==> src/rtl/axil_lsu_master_if.sv <==
`default_nettype none
// ============================================================================
// Module      : axil_lsu_master_if
// Description : AXI4-Lite bus bundle between the LSU master and a slave.
//               The master modport drives AR/AW/W payloads plus RREADY/BREADY.
//               The slave modport drives the ready signals and the R/B
//               channels.
// Signals     : araddr/arvalid/arready          read address channel
//               rdata/rresp/rvalid/rready       read data channel
//               awaddr/awvalid/awready          write address channel
//               wdata/wstrb/wvalid/wready       write data channel
//               bresp/bvalid/bready             write response channel
// Revision    : 1.0 - initial release
// ============================================================================
interface axil_lsu_master_if #(
   parameter int ADDR_W = 32,
   parameter int DATA_W = 32
);
   logic [ADDR_W-1:0]   araddr;
   logic                arvalid;
   logic                arready;
   logic [DATA_W-1:0]   rdata;
   logic [1:0]          rresp;
   logic                rvalid;
   logic                rready;
   logic [ADDR_W-1:0]   awaddr;
   logic                awvalid;
   logic                awready;
   logic [DATA_W-1:0]   wdata;
   logic [DATA_W/8-1:0] wstrb;
   logic                wvalid;
   logic                wready;
   logic [1:0]          bresp;
   logic                bvalid;
   logic                bready;

   modport master (
      output araddr, arvalid, rready, awaddr, awvalid, wdata, wstrb, wvalid, bready,
      input  arready, rdata, rresp, rvalid, awready, wready, bresp, bvalid
   );

   modport slave (
      input  araddr, arvalid, rready, awaddr, awvalid, wdata, wstrb, wvalid, bready,
      output arready, rdata, rresp, rvalid, awready, wready, bresp, bvalid
   );
endinterface
`default_nettype wire

==> src/rtl/axil_lsu_master.sv <==
`default_nettype none
// ============================================================================
// Module      : axil_lsu_master
// Description : AXI4-Lite initiator for the LSU/IFU stage. Turns one core
//               load/store request at a time into an AR/R or AW/W/B
//               transaction and returns the result on a valid/ready
//               response port.
// Ports       : clk, rst_n       clock, synchronous active-low reset
//               req_*            core request (valid/ready, we, addr, wdata, wstrb)
//               rsp_*            core response (valid/ready, rdata, err)
//               axi              AXI4-Lite master modport (axil_lsu_master_if)
// Options     : AXIL_MST_TIMEOUT_EN - abort a bus wait after TIMEOUT_CYCLES
//               cycles and answer with rsp_err=1.
// Revision    : 1.0 - initial release
// ============================================================================
module axil_lsu_master #(
   parameter int ADDR_W         = 32,
   parameter int DATA_W         = 32,
   parameter int TIMEOUT_CYCLES = 255
) (
   input  wire logic                clk,
   input  wire logic                rst_n,
   input  wire logic                req_valid,
   output logic                     req_ready,
   input  wire logic                req_we,
   input  wire logic [ADDR_W-1:0]   req_addr,
   input  wire logic [DATA_W-1:0]   req_wdata,
   input  wire logic [DATA_W/8-1:0] req_wstrb,
   output logic                     rsp_valid,
   input  wire logic                rsp_ready,
   output logic [DATA_W-1:0]        rsp_rdata,
   output logic                     rsp_err,
   axil_lsu_master_if.master        axi
);

   typedef enum logic [2:0] {
      S_IDLE = 3'd0,
      S_RD_A = 3'd1,
      S_RD_D = 3'd2,
      S_WR_A = 3'd3,
      S_WR_B = 3'd4,
      S_RSP  = 3'd5
   } state_t;

   state_t r_state;
   logic   r_aw_done;
   logic   r_w_done;

   logic   w_aw_hs;
   logic   w_w_hs;
   logic   w_aw_done_nxt;
   logic   w_w_done_nxt;

   assign req_ready     = (r_state == S_IDLE);
   assign w_aw_hs       = axi.awvalid & axi.awready;
   assign w_w_hs        = axi.wvalid  & axi.wready;
   // Completion including a handshake happening on this very edge, so a
   // simultaneous AW+W handshake moves straight on to WR_B.
   assign w_aw_done_nxt = r_aw_done | w_aw_hs;
   assign w_w_done_nxt  = r_w_done  | w_w_hs;

`ifdef AXIL_MST_TIMEOUT_EN
   localparam int                c_tmo_w    = (TIMEOUT_CYCLES > 1) ? $clog2(TIMEOUT_CYCLES + 1) : 1;
   localparam logic [c_tmo_w-1:0] c_tmo_last = c_tmo_w'(TIMEOUT_CYCLES - 1);

   logic [c_tmo_w-1:0] r_tmo_cnt;
   logic               w_waiting;

   assign w_waiting = (r_state == S_RD_A) || (r_state == S_RD_D) ||
                      (r_state == S_WR_A) || (r_state == S_WR_B);
`else
   logic w_unused_tmo_param;
   assign w_unused_tmo_param = |TIMEOUT_CYCLES;
`endif

   always_ff @(posedge clk) begin
      if (!rst_n) begin
         r_state       <= S_IDLE;
         r_aw_done     <= 1'b0;
         r_w_done      <= 1'b0;
         axi.araddr    <= '0;
         axi.arvalid   <= 1'b0;
         axi.rready    <= 1'b0;
         axi.awaddr    <= '0;
         axi.awvalid   <= 1'b0;
         axi.wdata     <= '0;
         axi.wstrb     <= '0;
         axi.wvalid    <= 1'b0;
         axi.bready    <= 1'b0;
         rsp_valid     <= 1'b0;
         rsp_rdata     <= '0;
         rsp_err       <= 1'b0;
`ifdef AXIL_MST_TIMEOUT_EN
         r_tmo_cnt     <= '0;
`endif
      end else begin
         case (r_state)
            S_IDLE: begin
               if (req_valid) begin
`ifdef AXIL_MST_TIMEOUT_EN
                  r_tmo_cnt <= '0;
`endif
                  if (req_we) begin
                     axi.awaddr  <= req_addr;
                     axi.wdata   <= req_wdata;
                     axi.wstrb   <= req_wstrb;
                     axi.awvalid <= 1'b1;
                     axi.wvalid  <= 1'b1;
                     r_aw_done   <= 1'b0;
                     r_w_done    <= 1'b0;
                     r_state     <= S_WR_A;
                  end else begin
                     axi.araddr  <= req_addr;
                     axi.arvalid <= 1'b1;
                     r_state     <= S_RD_A;
                  end
               end
            end
            S_RD_A: begin
               if (axi.arready) begin
                  axi.arvalid <= 1'b0;
                  axi.rready  <= 1'b1;
                  r_state     <= S_RD_D;
               end
            end
            S_RD_D: begin
               if (axi.rvalid) begin
                  axi.rready <= 1'b0;
                  rsp_rdata  <= axi.rdata;
                  rsp_err    <= (axi.rresp != 2'b00);
                  rsp_valid  <= 1'b1;
                  r_state    <= S_RSP;
               end
            end
            S_WR_A: begin
               if (w_aw_hs) axi.awvalid <= 1'b0;
               if (w_w_hs)  axi.wvalid  <= 1'b0;
               r_aw_done <= w_aw_done_nxt;
               r_w_done  <= w_w_done_nxt;
               if (w_aw_done_nxt && w_w_done_nxt) begin
                  axi.bready <= 1'b1;
                  r_state    <= S_WR_B;
               end
            end
            S_WR_B: begin
               if (axi.bvalid) begin
                  axi.bready <= 1'b0;
                  rsp_rdata  <= '0;
                  rsp_err    <= (axi.bresp != 2'b00);
                  rsp_valid  <= 1'b1;
                  r_state    <= S_RSP;
               end
            end
            S_RSP: begin
               if (rsp_ready) begin
                  rsp_valid <= 1'b0;
                  r_state   <= S_IDLE;
               end
            end
            default: r_state <= S_IDLE;
         endcase

`ifdef AXIL_MST_TIMEOUT_EN
         // Placed after the case so an expiring wait overrides any normal
         // progress scheduled on the same edge.
         if (w_waiting) begin
            if (r_tmo_cnt == c_tmo_last) begin
               axi.arvalid <= 1'b0;
               axi.rready  <= 1'b0;
               axi.awvalid <= 1'b0;
               axi.wvalid  <= 1'b0;
               axi.bready  <= 1'b0;
               rsp_rdata   <= '0;
               rsp_err     <= 1'b1;
               rsp_valid   <= 1'b1;
               r_state     <= S_RSP;
            end else begin
               r_tmo_cnt <= r_tmo_cnt + 1'b1;
            end
         end
`endif
      end
   end

endmodule
`default_nettype wire

==> src/flat_wrapper.sv <==
// flat-port wrapper written by rule: the top's interface ports become plain ports
module axil_lsu_master_flat 
#(
   parameter int ADDR_W         = 32,
   parameter int DATA_W         = 32,
   parameter int TIMEOUT_CYCLES = 255
)
  (clk, rst_n, req_valid, req_ready, req_we, req_addr, req_wdata, req_wstrb, rsp_valid, rsp_ready, rsp_rdata, rsp_err, axi_araddr, axi_arvalid, axi_rready, axi_awaddr, axi_awvalid, axi_wdata, axi_wstrb, axi_wvalid, axi_bready, axi_arready, axi_rdata, axi_rresp, axi_rvalid, axi_awready, axi_wready, axi_bresp, axi_bvalid);
  axil_lsu_master_if #(.ADDR_W(ADDR_W), .DATA_W(DATA_W)) axi_i ();
  input  wire logic clk;
  input  wire logic rst_n;
  input  wire logic req_valid;
  output logic req_ready;
  input  wire logic req_we;
  input  wire logic [ADDR_W-1:0] req_addr;
  input  wire logic [DATA_W-1:0] req_wdata;
  input  wire logic [DATA_W/8-1:0] req_wstrb;
  output logic rsp_valid;
  input  wire logic rsp_ready;
  output logic [DATA_W-1:0] rsp_rdata;
  output logic rsp_err;
  output wire logic [$bits(axi_i.araddr)-1:0] axi_araddr;
  output wire logic [$bits(axi_i.arvalid)-1:0] axi_arvalid;
  output wire logic [$bits(axi_i.rready)-1:0] axi_rready;
  output wire logic [$bits(axi_i.awaddr)-1:0] axi_awaddr;
  output wire logic [$bits(axi_i.awvalid)-1:0] axi_awvalid;
  output wire logic [$bits(axi_i.wdata)-1:0] axi_wdata;
  output wire logic [$bits(axi_i.wstrb)-1:0] axi_wstrb;
  output wire logic [$bits(axi_i.wvalid)-1:0] axi_wvalid;
  output wire logic [$bits(axi_i.bready)-1:0] axi_bready;
  input wire logic [$bits(axi_i.arready)-1:0] axi_arready;
  input wire logic [$bits(axi_i.rdata)-1:0] axi_rdata;
  input wire logic [$bits(axi_i.rresp)-1:0] axi_rresp;
  input wire logic [$bits(axi_i.rvalid)-1:0] axi_rvalid;
  input wire logic [$bits(axi_i.awready)-1:0] axi_awready;
  input wire logic [$bits(axi_i.wready)-1:0] axi_wready;
  input wire logic [$bits(axi_i.bresp)-1:0] axi_bresp;
  input wire logic [$bits(axi_i.bvalid)-1:0] axi_bvalid;
  assign axi_araddr = axi_i.araddr;
  assign axi_arvalid = axi_i.arvalid;
  assign axi_rready = axi_i.rready;
  assign axi_awaddr = axi_i.awaddr;
  assign axi_awvalid = axi_i.awvalid;
  assign axi_wdata = axi_i.wdata;
  assign axi_wstrb = axi_i.wstrb;
  assign axi_wvalid = axi_i.wvalid;
  assign axi_bready = axi_i.bready;
  assign axi_i.arready = axi_arready;
  assign axi_i.rdata = axi_rdata;
  assign axi_i.rresp = axi_rresp;
  assign axi_i.rvalid = axi_rvalid;
  assign axi_i.awready = axi_awready;
  assign axi_i.wready = axi_wready;
  assign axi_i.bresp = axi_bresp;
  assign axi_i.bvalid = axi_bvalid;
  axil_lsu_master #(.ADDR_W(ADDR_W), .DATA_W(DATA_W), .TIMEOUT_CYCLES(TIMEOUT_CYCLES)) u_core (.clk(clk), .rst_n(rst_n), .req_valid(req_valid), .req_ready(req_ready), .req_we(req_we), .req_addr(req_addr), .req_wdata(req_wdata), .req_wstrb(req_wstrb), .rsp_valid(rsp_valid), .rsp_ready(rsp_ready), .rsp_rdata(rsp_rdata), .rsp_err(rsp_err), .axi(axi_i));
endmodule
==> config.mk <==
export PLATFORM = sky130hd
export DESIGN_NAME = axil_lsu_master_flat
export DESIGN_NICKNAME = d
export VERILOG_FILES = /design/src/rtl/axil_lsu_master_if.sv /design/src/rtl/axil_lsu_master.sv /design/src/flat_wrapper.sv
export SDC_FILE = /design/constraint.sdc
export NUM_CORES = 1
export LEC_CHECK = 0
export BUFFER_PORTS_ARGS = -buffer_cell sky130_fd_sc_hd__buf_2
export CORE_MARGIN = 2
export CORE_UTILIZATION = 47
export CTS_CLUSTER_SIZE = 10
export DETAILED_ROUTE_END_ITERATION = 8
export PLACE_DENSITY = 0.85
export RECOVER_POWER = 50
export SYNTH_ARGS = -nofsm -noshare
export SYNTH_HDL_FRONTEND = slang
export SYNTH_SLANG_ARGS = --single-unit
==> constraint.sdc <==
create_clock -name clk -period 2.35 [get_ports clk]
set_clock_uncertainty 0.15 [all_clocks]
set_input_delay 0.5875 -clock clk [delete_from_list [all_inputs] [get_ports clk]]
set_output_delay 0.5875 -clock clk [all_outputs]
set_load 0.02 [all_outputs]
Yosys cells after proc, flatten, opt, wreduce, memory -nomap -nowiden
Cells that the tools add are included. W data, S select, Z words.

Register bits after elaboration: 144. Bits in latches: 0. RAM bits: 0. ROM bits: 0. Input port bits: 114. Output and inout bits: 140. Word-level logic and storage cells: 94. Memories: 0.

Add/sub/neg operators: 0. $mul: 0. Div/mod/pow operators: 0. Magnitude comparators: 0. Equality and inequality tests: 15. Shifts and indexed selects: 0. Mux-type cells: 38. Bitwise gates (word level): 5. Reduce and logical (&&, ||, !) cells: 21.

Operators with widths (count): $mux W32 (2); $pmux W32 S2 (1); $mux W1 (18); $mux W3 (6); $pmux W3 S6 (1); $reduce_and A3 Y1 (6); $pmux W1 S2 (8); $reduce_and A4 Y1 (4); $reduce_bool A2 Y1 (7); $ne A2 B2 Y1 const B (6); $ne A2 B1 Y1 const B (4); $eq A3 B2 Y1 const B (2); $eq A3 B3 Y1 const B (2); $reduce_and A6 Y1 (1); $eq A3 B1 Y1 const B (1); $logic_not A3 Y1 (1); $pmux W1 S3 (1); $reduce_bool A3 Y1 (1); $and A1 B1 Y1 (2); $mux W2 (1); $or A1 B1 Y1 (2); $logic_and A1 B1 Y1 (1); $not A1 Y1 (1).

Logic depth before layout (Yosys ltp)
Gate-level depths: netlist of the first run.

Word-level depth: 5. Gate-level depth with buffers: 7. Mapped depth without buffers: 4.

Least setup slack after synthesis of the first run
Ideal clock, no wire load.

Path kind: in2reg. Start point: in req_we. End point: reg u_core.axi.wdata[24]. Setup time: 116 ps. Data arrival time: 1628 ps. Required time: 2084 ps. Path slack: 456 ps. Stages: 7. Buffers on the path: 3. Cell sequence: inv_2 > or4_1 > clkbuf_1 > buf_2 > buf_6 > nand2_1 > a21boi_1.

Longest elaborated chain between the ends: 1.

RTL lines: start, declared (RTL line flat_wrapper.sv:14) `input wire logic req_we;`; $reduce_and A3 Y1 (no source line); end signal, assigned (RTL line axil_lsu_master.sv:105) `axi.wdata <= req_wdata;`; end, declared (RTL line axil_lsu_master_if.sv:38) `output araddr, arvalid, rready, awaddr, awvalid, wdata, wstrb, wvalid, bready,`.

Every way passes these cells. A chain may end at the register's enable or synchronous reset.

Worst setup path in the final report of the first run
Start point: reg u_core.r_state[2]. End point: out req_ready.

Longest elaborated chain between the ends: 1.

RTL lines: start, declared (RTL line axil_lsu_master.sv:45) `state_t r_state;`; start signal, assigned (RTL line axil_lsu_master.sv:78) `r_state <= S_IDLE;`; start signal, assigned (RTL line axil_lsu_master.sv:111) `r_state <= S_WR_A;`; start signal, assigned (RTL line axil_lsu_master.sv:115) `r_state <= S_RD_A;`; $logic_not A3 Y1 (RTL line axil_lsu_master.sv:54) `assign req_ready = (r_state == S_IDLE);`; end, declared (RTL line flat_wrapper.sv:13) `output logic req_ready;`.

Every way passes these cells.

==> out/results.ini, run 1 <==
[yosys]
postSynthCellCount=621
yosys_warnings=0
ys_seq_area_frac=0.525
synth_fp_nets=735
synth_edf_count=0
synth.top_cell.area_share=0.525
syn_avg_cell_area_um2=8.85
synth.distinct_cells=34
synth_async_sr_flop_share=0
syn_area_um2=5500
synth-seq-cells=144
synth_largest_area_cell=dfxtp_1
synth.area.top_cells=dfxtp_1, nand2_1, a21boi_1
synth-main-ff-cell=dfxtp_1

[clock_tree]
clk_latency_ps=410
path_clk_slew_ps=60
cts_sinks=144
cts_made_buffers=17
htree_levels=4
cts_root_buffer=clkbuf_16
hold_buffers=0
post_cts_resized=0
cts_setup_buffers=0
clock_path_buffers=2
cts_tree=yes

[critical_path]
slowest_stage=dfxtp_1
max_stage_delay_ps=390
reg2reg_depth=5
cp_max_fo=10
cp-endpoint=req_ready
crit_chain=buf_4 -> nor3_1 -> buf_2
r2r_end=u_core.axi.awaddr[14]$_SDFFE_PN0P_
startpoint=u_core.r_state[2]$_SDFFE_PN0P_
worstSetupPathType=flip-flop to output pin
start_kind=flip-flop
r2r_start=u_core.r_state[0]$_SDFFE_PN0P_
rrSetupSlack_ps=270
crit_required_ps=1610
crit_arrival_ps=1390
crit_path_end_kind=output pin

[floorplanning]
die_y_um=112
dieArea_um2=12600
core_um2=11400
start_util=0.481
rows=39
ios=254
die_w_um=112

[power]
p_int_w=0.00484
p_comb_frac=0.192
seqPwrFrac=0.410
power_density_nw_per_um2=933
p_switching_w=0.00192
power_frac_clock=0.397
swShare=0.284
peakVddDrop_mv=0.590
p_leak_nw=2.81

[route]
drt_pass1_iterations=4
vias_per_cell=5.03
routed_wirelength_um=14700
drt_iter0_drc=426
dr_total_vias=5094
final_antenna_net_count=0
wl_per_cell_um=14.5
drcViolationCount=0

[grt]
grt_max_degree=71
grt_usage=0.230
grt_pass1_vias=4798
globalRouteOverflowTotal=0
grt_pass1_wl_um=23300
antenna_found_initial=0

[place]
io_buffers=253
pre_cts_slack_ps=160
dp_hpwl_um=10100
gp_congestion=0.800

[timing]
setup_tns_ps=0
max_clock_freq_ghz=0.470
relSlewSlack=0.455
final_hold_viol_count=0
post-route-period-util=0.905
final-setup-viol-count=0
rsz0062_at_grt=false
min_period_ps=2130
worst_slack_ps=224
slew_viol_final=0
worstMarginPinSlew_ps=818

[flow_run]
cap_violations=0

[cells_and_area]
antenna_cells=0
area_growth_syn_to_layout_pct=31.7
final_nets=971
drive_gt1_frac=0.190

[run_status]
status=finished clean

[min_path]
min_path_type=input port to flip-flop

## power groups by stage
stage               registers [W]  logic, W  clock network [W]
finish                    0.00277   0.00130            0.00268
global route              0.00279   0.00143            0.00286
CTS                       0.00277   0.00137            0.00274
detailed placement        0.00282   0.00137                  0
global placement          0.00281   0.00135                  0
floorplan                 0.00305  0.000657                  0
## area by class of cell
cell class,instances,area (µm²)
multi-input cells,426,2350
fillers,1062,4180
clock buffers,25,485
repair buffers,266,1230
flip-flops and latches,144,2880
well taps,143,179
inverters,2,7.51
clock inverters,6,105
## cell families (layout without fill, tap and decap cells)
group | Yosys count | in the layout | synth area share
multiplexers | 2 | 2 | 0.00364
AO/OA/AOI/OAI | 159 | 159 | 0.213
flip-flops | 144 | 144 | 0.525
AND/OR/NAND/NOR | 265 | 265 | 0.212
buffers and inverters | 51 | 299 | 0.0474
## synth_stat cells (all sizes together) (2+ instances only)
| cell type | n |
|---|---|
| a21boi | 102 |
| inv | 2 |
| nor3 | 3 |
| nand2b | 3 |
| dfxtp | 144 |
| o21ai | 10 |
| nand2 | 209 |
| nor2b | 34 |
| nand3b | 3 |
| mux2i | 2 |
| a21oi | 4 |
| a22oi | 32 |
| o211a | 3 |
| nor2 | 3 |
| and2 | 2 |
| buf | 15 |
| or4 | 3 |
| a31oi | 2 |
| clkbuf | 34 |
| nor4 | 2 |
## critical path, delay by kind of cell (launching register included)
kind	cells	cell delay, ps
buffers and inverters	2	400
and+or+nand+nor	1	190
DFF	1	390
## routing by layer
| layer | GRT usage | up-vias | wire [µm] | share of wire |
|---|---|---|---|---|
| met5 | 0 | - | 0 | 0 |
| met4 | 0.0854 | 0 | 177 | 0.012 |
| met3 | 0.0821 | 14 | 1240 | 0.085 |
| met2 | 0.380 | 213 | 6970 | 0.48 |
| met1 | 0.278 | 2330 | 6270 | 0.43 |
| li1 | - | 2537 | - | - |
## how the worst min path moves through the flow
stage                                       start                           endpoint  slack, ps  cells after the start
floorplan           u_core.r_aw_done$_SDFFE_PN0P_      u_core.r_aw_done$_SDFFE_PN0P_        310                      2
global placement    u_core.rsp_valid$_SDFFE_PN0P_      u_core.rsp_valid$_SDFFE_PN0P_        280                      2
detailed placement  u_core.rsp_valid$_SDFFE_PN0P_      u_core.rsp_valid$_SDFFE_PN0P_        280                      2
CTS                                 req_wdata[29]  u_core.axi.wdata[29]$_SDFFE_PN0P_        240                      3
global route                        req_wdata[17]  u_core.axi.wdata[17]$_SDFFE_PN0P_        240                      3
finish                               req_wdata[9]   u_core.axi.wdata[9]$_SDFFE_PN0P_        260                      3
## sequential cells by signal, summed over array words and instances, names as in the netlist
name / count
u_core.axi.rready: 1
u_core.axi.arvalid: 1
u_core.axi.wstrb: 4
u_core.r_state: 3
u_core.axi.awaddr: 32
u_core.rsp_err: 1
u_core.axi.wdata: 32
u_core.r_w_done: 1
u_core.axi.wvalid: 1
u_core.axi.awvalid: 1
u_core.r_aw_done: 1
u_core.rsp_valid: 1
u_core.axi.araddr: 32
u_core.axi.bready: 1
u_core.rsp_rdata: 32
## metrics by stage
step / hold slack, ps / utilization / instances / area, µm² / power (W)
final: 262 / 0.634 / 1012 / 7240 / 0.00676
after global routing: 244 / 0.634 / 1012 / 7240 / 0.00708
after CTS: 241 / 0.651 / 1012 / 7430 / 0.00688
after detailed placement: 283 / 0.599 / 981 / 6840 / 0.00419
after global placement: 282 / 0.599 / 981 / 6840 / 0.00416
after floorplan: 307 / - / 621 / 5500 / 0.00371
## cells in the final DEF (no fill, tap or decap), types with 2 or more instances in the layout
cell type / count
a21boi_0: 13
a21boi_1: 89
a21oi_1: 4
a22oi_1: 32
a31oi_1: 2
and2_0: 2
buf_12: 2
buf_2: 120
buf_4: 11
bufinv_16: 3
clkbuf_1: 137
clkbuf_16: 17
clkbuf_8: 3
clkinv_2: 3
dfxtp_1: 144
mux2i_1: 2
nand2_1: 209
nand2b_1: 2
nand3b_1: 3
nor2_1: 3
nor2b_1: 34
nor3_1: 2
o211a_1: 3
o21ai_0: 10
or4_1: 2
Note: power is estimated with default switching activity, not from simulation.
==> inputs of run 2 (changes only) <==
Settings changed: ABC_AREA from default to 1, BUFFER_PORTS_ARGS -buffer_cell sky130_fd_sc_hd__buf_2 to -buffer_cell sky130_fd_sc_hd__clkbuf_2, CORE_UTILIZATION 47 to 46, PLACE_DENSITY 0.85 to 0.84.
==> out/results.ini, run 2 <==
[critical_path]
cp_max_fo=9  ; -1
crit_path_end_kind=output pin
start_kind=flip-flop
cp-endpoint=req_ready
r2r_end=u_core.rsp_err$_SDFFE_PN0P_
rrSetupSlack_ps=270  ; about the same
startpoint=u_core.r_state[0]$_SDFFE_PN0P_
crit_arrival_ps=1420  ; +30 ps
worstSetupPathType=flip-flop to output pin
reg2reg_depth=7  ; +2
max_stage_delay_ps=530  ; +140 ps
crit_chain=nor2_4 -> nand2_1 -> inv_1 -> clkbuf_2
r2r_start=u_core.r_state[0]$_SDFFE_PN0P_
slowest_stage=dfxtp_1
crit_required_ps=1610  ; about the same

[clock_tree]
cts_tree=yes
cts_root_buffer=clkbuf_16
clock_path_buffers=2  ; unchanged
cts_sinks=144  ; unchanged
path_clk_slew_ps=60  ; about the same
clk_latency_ps=410  ; about the same
post_cts_resized=0  ; unchanged
htree_levels=4  ; unchanged
cts_made_buffers=17  ; unchanged
cts_setup_buffers=0  ; unchanged
hold_buffers=0  ; unchanged

[place]
numPlacedInstances=1044  ; +6.4%
pre_cts_slack_ps=421  ; +261 ps
dp_hpwl_um=10500  ; +3.6%
io_buffers=253  ; unchanged
gp_congestion=0.837  ; +4.7%

[yosys]
synth_fp_nets=806  ; +9.7%
synth.area.top_cells=dfxtp_1, a21oi_1, nand2_1
muxShareOfSynthArea=0  ; -0.00364
synth_async_sr_flop_share=0  ; unchanged
synth_edf_count=0  ; unchanged
synth-main-ff-cell=dfxtp_1
yosys_warnings=0  ; unchanged
synth.top_cell.area_share=0.529  ; +0.00482
synth-seq-cells=144  ; unchanged
syn_area_um2=5450  ; -0.91%
synth_largest_area_cell=dfxtp_1
synthTopCellsByCount=dfxtp_1, a21oi_1, nand2_1, nand3_1, inv_1
yosys.area_share.simple=0.220  ; +0.00884
yosysMostFrequentCell=dfxtp_1
synthAdderAreaFrac=0  ; unchanged
synth_top_family_by_area=simple AND/OR/NAND/NOR gates
syn_avg_cell_area_um2=7.87  ; -11%
synth.distinct_cells=22  ; -35%
postSynthCellCount=692  ; +11%
synth_xor_xnor_area_share=0  ; unchanged
synth_compound_area_frac=0.168  ; -0.0454
ys_seq_area_frac=0.529  ; +0.00482

[timing]
post-route-period-util=0.919  ; +0.0147
worstMarginPinSlew_ps=759  ; -58.8 ps
final_hold_viol_count=0  ; unchanged
rsz0062_at_grt=false
slew_viol_final=0  ; unchanged
final-setup-viol-count=0  ; unchanged
min_period_ps=2160  ; +34.6 ps
setup_tns_ps=0  ; unchanged
relSlewSlack=0.494  ; +0.0392
max_clock_freq_ghz=0.463  ; -1.6%
worst_slack_ps=189  ; -34.6 ps
whs_ps=273  ; +11.0 ps

[power]
p_leak_nw=2.76  ; -1.7%
p_int_w=0.00507  ; +4.8%
seqPwrFrac=0.385  ; -0.025
peakVddDrop_mv=0.672  ; +14%
finalPower_w=0.00783  ; +16%
p_comb_frac=0.269  ; +0.077
power_frac_clock=0.346  ; -0.051
power_density_nw_per_um2=1090  ; +17%
swShare=0.353  ; +0.0690
p_switching_w=0.00276  ; +44%

[route]
final_antenna_net_count=0  ; unchanged
drt_pass1_iterations=6  ; +2
routed_wirelength_um=15500  ; +5.8%
drt_iter0_drc=432  ; +1.4%
dr_total_vias=5639  ; +11%
drcViolationCount=0  ; unchanged
top_layer_used=met4
wl_met2_um=7480  ; +7.2%
vias_per_cell=5.24  ; +4.1%
wl_met3_um=1200  ; -3.1%
wl_per_cell_um=14.4  ; -0.49%
wl_met1_um=6500  ; +3.7%

[floorplanning]
die_w_um=113  ; +0.60%
start_util=0.475  ; -0.00641
core_um2=11500  ; +0.43%
dieArea_um2=12700  ; +1.2%
ios=254  ; unchanged
rows=39  ; unchanged
die_y_um=113  ; +0.60%

[cells_and_area]
seq_area_um2=2880  ; unchanged
final_cell_mix=dfxtp_1, a21oi_1, clkbuf_1
fin_cells=1076  ; +6.3%
antenna_cells=0  ; unchanged
area_growth_syn_to_layout_pct=31.9
final_common_cell=dfxtp_1
nFillCells=1109  ; +4.4%
drive_gt1_frac=0.181  ; -0.00874
final_nets=1034  ; +6.5%
multi_input_area_um2=2110  ; -10%

[run_status]
status=finished clean

[grt]
globalRouteOverflowTotal=0  ; unchanged
grt_pass1_vias=5271  ; +9.9%
grt_max_degree=70  ; -1.4%
grt_usage=0.242  ; +0.0114
grt_pass1_wl_um=25000  ; +7.2%
antenna_found_initial=0  ; unchanged

[min_path]
min_path_type=input port to flip-flop
hold_depth=3  ; unchanged

[flow_run]
cap_violations=0  ; unchanged

[run 2: power by group through the flow]
| stage | Sequential (W) | Clock [W] | Combinational [W] |
|---|---|---|---|
| 4_1_cts | 0.00302 | 0.00276 | 0.00219 |
| 3_5_place_dp | 0.00306 | 0 | 0.00218 |
| 6_report | 0.00302 | 0.00271 | 0.00210 |
| 5_1_grt | 0.00306 | 0.00287 | 0.00233 |
| 3_3_place_gp | 0.00305 | 0 | 0.00216 |
| 2_1_floorplan | 0.00342 | 0 | 0.00114 |
[run 2: critical path: cells and delay by family (launching register included)]
family                 cells  cell delay, ps
buffers and inverters      2             220
flip-flops                 1             530
AND/OR/NAND/NOR            2             250
[run 2: worst min-delay path by stage]
stage                                       start                                  to
2_1_floorplan       u_core.r_aw_done$_SDFFE_PN0P_       u_core.r_aw_done$_SDFFE_PN0P_
3_3_place_gp   u_core.axi.araddr[31]$_SDFFE_PN0P_  u_core.axi.araddr[31]$_SDFFE_PN0P_
3_5_place_dp   u_core.axi.araddr[15]$_SDFFE_PN0P_  u_core.axi.araddr[15]$_SDFFE_PN0P_
4_1_cts                                axi_rvalid      u_core.axi.rready$_SDFFE_PN0P_
5_1_grt                              req_wdata[8]    u_core.axi.wdata[8]$_SDFFE_PN0P_
6_report                            req_wdata[12]   u_core.axi.wdata[12]$_SDFFE_PN0P_
[run 2: kinds of logic (layout without fill, tap and decap cells)]
family                 after synthesis  count (layout)
AO/OA/AOI/OAI                      181             181
buffers and inverters              105             346
flip-flops                         144             144
AND/OR/NAND/NOR                    262             262
[run 2: per-stage QoR]
step	utilization	cell area [µm²]
2_1_floorplan	-	5450
3_3_place_gp	0.590	6760
3_5_place_dp	0.590	6760
4_1_cts	0.642	7360
5_1_grt	0.626	7180
6_report	0.626	7180
[run 2: final cells by class]
class | count | area share
flip-flops and latches | 144 | 0.401
multi-input cells | 443 | 0.294
repair buffers | 267 | 0.172
clock buffers | 20 | 0.0608
well taps | 143 | 0.0249
inverters | 47 | 0.0247
clock inverters | 12 | 0.0223
[run 2: per-layer routing]
layer	up-vias	global-route usage
li1	2784	-
met3	32	0.0755
met4	0	0.0967
met1	2585	0.291
met2	238	0.403
met5	-	0
==> inputs of run 3 (changes only) <==
Clock period 2.35 ns to 2.28 ns, I/O delays scaled along.
==> out/results.ini, run 3 (synthesis gave the netlist of run 2 again) <==
[grt]
grt_pass1_vias=5295  ; +0.46%
globalRouteOverflowTotal=0  ; unchanged
antenna_found_initial=0  ; unchanged
grt_max_degree=70  ; unchanged
grt_usage=0.241  ; -0.000744
grt_use_met3=0.0680  ; -0.00750
grt-busiest-layer=met2
globalRouteMet1Util=0.294  ; +0.00263
grt_pass1_wl_um=25300  ; +1.1%
use_met2=0.409  ; +0.00639

[timing]
final_hold_viol_count=0  ; unchanged
setup_tns_ps=0  ; unchanged
whs_ps=269  ; -4.32 ps
slew_viol_final=0  ; unchanged
relSlewSlack=0.635  ; +0.141
max_clock_freq_ghz=0.485
worstMarginPinSlew_ps=548  ; -212 ps
rsz0062_at_grt=false
min_period_ps=2060
post-route-period-util=0.904
final-setup-viol-count=0  ; unchanged

[min_path]
min_path_type=input port to flip-flop

[clock_tree]
cts_made_buffers=17  ; unchanged
htree_levels=4  ; unchanged
post_cts_resized=0  ; unchanged
hold_buffers=0  ; unchanged
cts_tree=yes
path_clk_slew_ps=60  ; about the same
clock_path_buffers=2  ; unchanged
cts_root_buffer=clkbuf_16
cts_setup_buffers=0  ; unchanged
clk_latency_ps=400  ; about the same
cts_sinks=144  ; unchanged

[critical_path]
crit_arrival_ps=1340  ; -80 ps
max_stage_delay_ps=410  ; -120 ps
crit_required_ps=1560  ; -50 ps
crit_path_end_kind=output pin
cp_top_family=flip-flops
critPathBufInv=2  ; unchanged
slowest_stage=dfxtp_1
worstSetupPathType=flip-flop to output pin
crit_chain=nor2_4 -> nand2_1 -> inv_1 -> clkbuf_2
cp_max_fo=9  ; unchanged
rrSetupSlack_ps=350  ; +80 ps
start_kind=flip-flop

[power]
p_comb_frac=0.267  ; -0.002
p_switching_w=0.00285  ; +3.1%
p_int_w=0.00530  ; +4.5%
swShare=0.350  ; -0.00315
p_leak_nw=2.80  ; +1.4%
peakVddDrop_mv=0.723  ; +7.7%
seqPwrFrac=0.381  ; -0.004
power_density_nw_per_um2=1130  ; +3.6%
power_frac_clock=0.351  ; +0.005

[place]
dp_hpwl_um=10600  ; +1.7%
io_buffers=253  ; unchanged
gp_congestion=0.847  ; +1.2%

[route]
routed_wirelength_um=15500  ; about the same
drt_iter0_drc=509  ; +18%
drt_pass1_iterations=5  ; -1
vias_per_cell=5.17  ; -1.3%
wl_per_cell_um=14.4  ; about the same
final_antenna_net_count=0  ; unchanged
dr_total_vias=5576  ; -1.1%
drcViolationCount=0  ; unchanged

[cells_and_area]
finalCoreUtilization=0.629  ; +0.00262
drive_gt1_frac=0.188  ; +0.00710
final_nets=1036  ; +0.19%
final_common_cell=dfxtp_1
antenna_cells=0  ; unchanged
area_growth_syn_to_layout_pct=32.4
final_cell_mix=dfxtp_1, a21oi_1, clkbuf_1

[floorplanning]
die_w_um=113  ; unchanged
dieArea_um2=12700  ; unchanged
ios=254  ; unchanged
rows=39  ; unchanged
core_um2=11500  ; unchanged
start_util=0.475  ; unchanged
die_y_um=113  ; unchanged

[flow_run]
cap_violations=0  ; unchanged

[run_status]
status=finished clean

## run 3: worst register-to-register path, stage by stage, from the launching register on
cell and delay [ps]:
dfxtp_1 410, nor2_4 190, nand2_1 110, nor2_1 250
clkbuf_2 410, nand3_1 180, a21oi_1 170
## run 3: metal layers
| layer | up-vias | part of all wire |
|---|---|---|
| li1 | 2791 | - |
| met1 | 2562 | 0.41 |
| met2 | 202 | 0.50 |
| met3 | 21 | 0.071 |
| met4 | 0 | 0.017 |
| met5 | - | 0 |
## run 3: through the flow
stage / instances / cell area, µm² / power [W] / setup slack, ps
6_report: 1078 / 7210 / 0.00815 / 220
4_1_cts: 1078 / 7390 / 0.00829 / 197
5_1_grt: 1078 / 7210 / 0.00856 / 118
2_1_floorplan: 692 / 5450 / 0.00470 / 645
3_5_place_dp: 1046 / 6780 / 0.00542 / 403
3_3_place_gp: 1046 / 6780 / 0.00538 / 446
## run 3: cell type report
| cell class | count | area (µm²) |
|---|---|---|
| fillers | 1062 | 4260 |
| flip-flops and latches | 144 | 2880 |
| multi-input cells | 443 | 2100 |
| repair buffers | 269 | 1250 |
| clock buffers | 20 | 457 |
| well taps | 143 | 179 |
| inverters | 47 | 178 |
| clock inverters | 12 | 156 |
## run 3: power by group through the flow
stage / Sequential [W] / Clock [W] / Combinational (W)
global placement: 0.00314 / 0 / 0.00224
floorplan: 0.00353 / 0 / 0.00117
CTS: 0.00311 / 0.00290 / 0.00227
detailed placement: 0.00316 / 0 / 0.00226
global route: 0.00315 / 0.00301 / 0.00240
finish: 0.00311 / 0.00286 / 0.00218
## run 3: worst paths after layout
check,from,to,cells past startpoint
worst min-delay path,req_wdata[12],u_core.axi.wdata[12]$_SDFFE_PN0P_,3
worst max-delay path,u_core.r_state[0]$_SDFFE_PN0P_,req_ready,4
worst min register to register,u_core.axi.araddr[9]$_SDFFE_PN0P_,u_core.axi.araddr[9]$_SDFFE_PN0P_,2
worst max register to register,u_core.r_state[0]$_SDFFE_PN0P_,u_core.axi.wdata[23]$_SDFFE_PN0P_,6
